## config.mk

```make
export PLATFORM = sky130hd
export DESIGN_NAME = rollo_ct_receiver
export DESIGN_NICKNAME = d
export VERILOG_FILES = /design/src/rtl/rollo_ct_receiver.sv
export SDC_FILE = /design/constraint.sdc
export NUM_CORES = 2
export LEC_CHECK = 0
export ABC_AREA = 1
export BUFFER_PORTS_ARGS = -buffer_cell sky130_fd_sc_hd__buf_2
export CAP_MARGIN = 10
export CORE_MARGIN = 1
export CORE_UTILIZATION = 55
export CTS_BUF_LIST = sky130_fd_sc_hd__clkbuf_4 sky130_fd_sc_hd__clkbuf_8 sky130_fd_sc_hd__clkbuf_16
export DETAILED_ROUTE_END_ITERATION = 16
export HOLD_SLACK_MARGIN = 0.06
export PLACE_DENSITY = 0.69
export SLEW_MARGIN = 40
export SYNTH_ARGS = -nofsm -noshare
export SYNTH_HDL_FRONTEND = slang
export SYNTH_SLANG_ARGS = --single-unit
export TNS_END_PERCENT = 20
```

## constraint.sdc

```tcl
create_clock -name clk -period 7.8 [get_ports clk]
set_clock_uncertainty 0.2 [all_clocks]
set_input_delay 1.17 -clock clk [delete_from_list [all_inputs] [get_ports clk]]
set_output_delay 1.17 -clock clk [all_outputs]
set_load 0.05 [all_outputs]
```

## src/rtl/rollo_ct_receiver.sv

```systemverilog
// ROLLO ciphertext receiver: buffers one frame of NUM_WORDS words from a
// valid/ready stream, pulses dec_start, serves decrypt-core reads and waits
// for dec_done before accepting the next frame.
// Ports: clk, rst_b (async, active-high); in_valid/in_sof/in_data/in_ready
// upstream port; dec_start/dec_done/busy decrypt handshake; rd_addr/rd_data
// registered buffer read port; err_sof error pulse; frame_cnt frames launched.
module rollo_ct_receiver #(
   parameter int WORD_W    = 32,
   parameter int NUM_WORDS = 96,
   parameter int ADDR_W    = 7
) (
   input  logic              clk,
   input  logic              rst_b,
   input  logic              in_valid,
   input  logic              in_sof,
   input  logic [WORD_W-1:0] in_data,
   output logic              in_ready,
   output logic              dec_start,
   input  logic              dec_done,
   input  logic [ADDR_W-1:0] rd_addr,
   output logic [WORD_W-1:0] rd_data,
   output logic              busy,
   output logic              err_sof,
   output logic [15:0]       frame_cnt
);

   typedef enum logic [1:0] {
      IDLE,
      RECV,
      LAUNCH,
      BUSY
   } state_t;

   localparam logic [ADDR_W:0] ONE  = (ADDR_W+1)'(1);
   localparam logic [ADDR_W:0] LAST = (ADDR_W+1)'(NUM_WORDS - 1);

   state_t            state;
   logic [ADDR_W:0]   count;
   logic [WORD_W-1:0] mem [NUM_WORDS];

   logic              accept;
   logic              wr_en;
   logic              last_word;
   logic [ADDR_W-1:0] wr_addr;

   assign accept    = in_valid & in_ready;
   // A non-sof word in IDLE is dropped and never touches the buffer.
   assign wr_en     = accept & (in_sof | (state == RECV));
   assign wr_addr   = in_sof ? '0 : count[ADDR_W-1:0];
   assign last_word = accept & ~in_sof & (state == RECV) & (count == LAST);

   always_ff @(posedge clk) begin
      if (wr_en)
         mem[wr_addr] <= in_data;
   end

   always_ff @(posedge clk or posedge rst_b) begin
      if (rst_b) begin
         state     <= IDLE;
         count     <= '0;
         in_ready  <= 1'b0;
         dec_start <= 1'b0;
         busy      <= 1'b0;
         err_sof   <= 1'b0;
         frame_cnt <= '0;
         rd_data   <= '0;
      end else begin
         rd_data   <= mem[rd_addr];
         dec_start <= 1'b0;
         err_sof   <= 1'b0;
         case (state)
            IDLE: begin
               // Also raises in_ready on the first clock after reset.
               in_ready <= 1'b1;
               if (accept) begin
                  if (in_sof) begin
                     count <= ONE;
                     state <= RECV;
                  end else begin
                     err_sof <= 1'b1;
                  end
               end
            end
            RECV: begin
               if (accept) begin
                  if (in_sof) begin
                     count   <= ONE;
                     err_sof <= 1'b1;
                  end else if (last_word) begin
                     // in_ready drops with the launch so no word is lost.
                     count     <= count + ONE;
                     state     <= LAUNCH;
                     in_ready  <= 1'b0;
                     dec_start <= 1'b1;
                     busy      <= 1'b1;
                     frame_cnt <= frame_cnt + 16'd1;
                  end else begin
                     count <= count + ONE;
                  end
               end
            end
            LAUNCH: begin
               // dec_done here is ignored on purpose.
               state <= BUSY;
            end
            BUSY: begin
               if (dec_done) begin
                  state    <= IDLE;
                  busy     <= 1'b0;
                  in_ready <= 1'b1;
                  count    <= '0;
               end
            end
            default: begin
               state <= IDLE;
            end
         endcase
      end
   end

endmodule
```

==> results by group <==
Status
  • Outcome: complete, no violations

Place
  • Post-Place Setup Slack: between 2000 and 3000 ps
  • Gpl congestion: 0.914
  • IO Port Bufs: 95
  • DP Wirelength: 208000 µm

Clocking
  • H-tree Lvls: 5
  • Worst skew pair latency: 960 ps
  • CTS sink cnt: 3134
  • CTS Root Cell: clkbuf_16
  • Post-cts hold buffer count: 0
  • Post-CTS sizing: 0
  • Clock transition at path regs: 60 ps
  • Setup Fix Bufs, Post-CTS: 0
  • Max clock buf depth: 4
  • CTS buffer count: 330
  • TritonCTS clock tree: yes

Detailed routing
  • WL met1: 135000 µm
  • Vias per inst: 6.17
  • Met2 WL: ~170000 µm
  • Met3 routed WL: 40700 µm
  • Uppermost layer routed: met5
  • Per-cell routed wire length: 26.4 µm
  • DRT Pass-1 Iters: 6
  • Remaining antenna violation count after routing: 0
  • Iter 0 DRT Violations: 12225
  • Remaining DRCs: 0
  • Post-Route WL: 363000 µm
  • Via count: 84727

STA
  • Max_slew headroom: 0.375
  • Slew at the pin with the worst max-slew slack: about 930 ps
  • Max Clk Rate: 245 MHz
  • Pins Over Slew Limit: 0
  • RSZ-0062 raised after global routing: no
  • Min Tclk post-route: 4090 ps
  • Final Hold Fails: 0
  • Final setup vio count: 0
  • Setup TNS Final: 0 ps
  • Final period utilization: 0.524
  • Setup slack after layout: around 3700 ps

Job
  • Max-Cap Viols: 0

Yosys
  • Post-Syn Area per Cell: 12.0 µm²
  • Synth Register Bits: 3134
  • Yosys warnings: 0
  • Cells after Synth: ~10000
  • EDFF count, synth: 3072
  • Ys flop type: edfxtp_1
  • Syn Std Cell Area: 0.126 mm²
  • Post-Syn Nets: 10524
  • Post-synth ARST share: 0.0198
  • Seq/Total Area, Yosys: 0.745
  • Distinct cell type count after synthesis: 30

Final layout
  • Most frequent cells in the layout: nand2_1, edfxtp_1, nand3_1
  • Fillers: 16622
  • Final Util: 0.625
  • Most common cell after layout, fill and taps aside: nand2_1
  • Layout cells sized above 1: 0.0918
  • Layout area overhead: 12.9%
  • Area of the multi-input gates: 0.0292 mm²
  • Flip-flop and latch area: roughly 0.094 mm²
  • Fin nets: 10538

Global route
  • Pin count of the biggest net entering global routing: approximately 170
  • Initial antenna violation count: 21
  • First-pass GRT wire length: between 500000 and 600000 µm
  • Vias in the first global route: about 80000
  • GRT overflow: 0
  • All-Layer GR Usage: 0.312

Worst setup path
  • Critical-path maximum fanout: 83
  • CP Depth: 15
  • Worst setup startpoint: rd_addr[0]
  • Critical path type: in -> reg
  • Worst endpoint required time: 8510 ps
  • Cell repeated most along the worst path: nand2_1
  • Buf+Inv Stages, Crit Path: 5
  • Reg-to-reg slack, setup: 3810 ps
  • Reg-to-Reg Start: state[1]$_DFFE_PP0P_
  • Biggest cell delay along the critical path: 540 ps
  • CP endpoint kind: flip-flop
  • Worst Reg-to-Reg Cells: 7
  • Crit path cell chain: buf_8, inv_16, buf_16, buf_16, buf_4, nand2_1, nand3_1, nand3_1, nand2_1, nand2_1, nand3_1, nand3_1, nand2_1, nand2_1, nand2_1
  • CP max stage cell: buf_4
  • Crit path launch type: input port
  • FF-to-FF End: mem[4][31]$_DFFE_PP_
  • CP Data Arrival Time: 4800 ps
  • Delay-heaviest family, CP: buffers and inverters

Floorplan
  • Core Rows: 175
  • Die W: 481 µm
  • Placeable Area: 0.227 mm²
  • IO Pins: 96
  • Die Y: 481 µm
  • Starting Density: 0.554
  • Total Die Area: 0.231 mm²

Pwr
  • Power per cell area: 257 mW/mm²
  • Peak VDD IR: 211 µV
  • LEAKAGE: 50.6 nW

Min path
  • Hold Path Class: in -> async
## worst reg2reg max path: cells and delay by family, from the launching register on
| family | cells | cell delay (ps) |
|---|---|---|
| buffers and inverters | 3 | 770 |
| adders and majority gates | 1 | 320 |
| AOI/OAI and AO/OA | 1 | 580 |
| DFF | 1 | 400 |
| and+or+nand+nor | 2 | 1250 |
## synthesized netlist by cell type, drive strengths merged, types with 2 or more instances
cell,instances,share of area
clkbuf,229,0.0068
buf,447,0.020
edfxtp,3072,0.73
a31oi,2,0.000099
xor2,8,0.00056
nor2,510,0.015
o31ai,25,0.0015
o21ai,406,0.016
dfrtp,62,0.012
inv,105,0.0031
nor3,13,0.00052
o221ai,9,0.00063
o211ai,9,0.00054
nand4,7,0.00035
o22ai,141,0.0070
xnor2,5,0.00035
ha,7,0.00070
a21oi,127,0.0050
nand3,1951,0.078
nand2,3335,0.099
## how the worst max path moves through the flow
stage                             to  slack, ps
5_1_grt         rd_data[6]$_DFF_PP0_       3670
4_1_cts         mem[68][4]$_DFFE_PP_       3890
2_1_floorplan   mem[64][0]$_DFFE_PP_       3750
6_report        rd_data[6]$_DFF_PP0_       3710
3_3_place_gp   mem[71][24]$_DFFE_PP_       2770
3_5_place_dp    rd_data[6]$_DFF_PP0_       2890
## sequential cells by signal, indices dropped and copies added (netlist names)
signal and count:
dec_start 1, state 2, rd_data 32, busy 1
mem 3072, in_ready 1, err_sof 1, count 8
frame_cnt 16
## through the flow
stage	instances	area, µm²	hold WS [ps]	power, mW
after floorplan	10473	126000	364	20.3
after global placement	13034	129000	311	21.4
after detailed placement	13160	132000	326	21.5
after CTS	13730	142000	162	36.5
after global routing	13736	142000	197	37.4
final	13741	142000	156	36.5
## metal layers
metal / GRT usage / up-vias
met1: 0.425 / 41617
li1: - / 37086
met3: 0.0645 / 851
met5: 0 / -
met2: 0.475 / 5163
met4: 0.170 / 10
## power by group
group	switching (mW)	internal [mW]	total (mW)
sequential	0.0824	18.6	18.7
clock	6.27	9.02	15.3
combinational	2.01	0.544	2.56
## area by class of cell
cell class | count | area share
multi-input combinational | 6557 | 0.205
clock buffer | 423 | 0.0642
clock inverter | 147 | 0.00929
antenna | 7 | 0.000123
tap | 3009 | 0.0265
inverter | 106 | 0.00309
sequential | 3134 | 0.659
timing repair buffer | 358 | 0.0325
## cells by family (layout without fill, tap and decap cells)
group	count (synthesis)	in the layout	share of synthesized area
buffers and inverters	782	1034	0.0297
adder cells (fa/ha/maj)	7	7	0.000695
flip-flops	3134	3134	0.745
other	0	7	0
XOR/XNOR	13	13	0.000904
AO/OA/AOI/OAI	720	720	0.0310
AND/OR/NAND/NOR	5817	5817	0.193
Note: power is estimated with default switching activity, not from simulation.
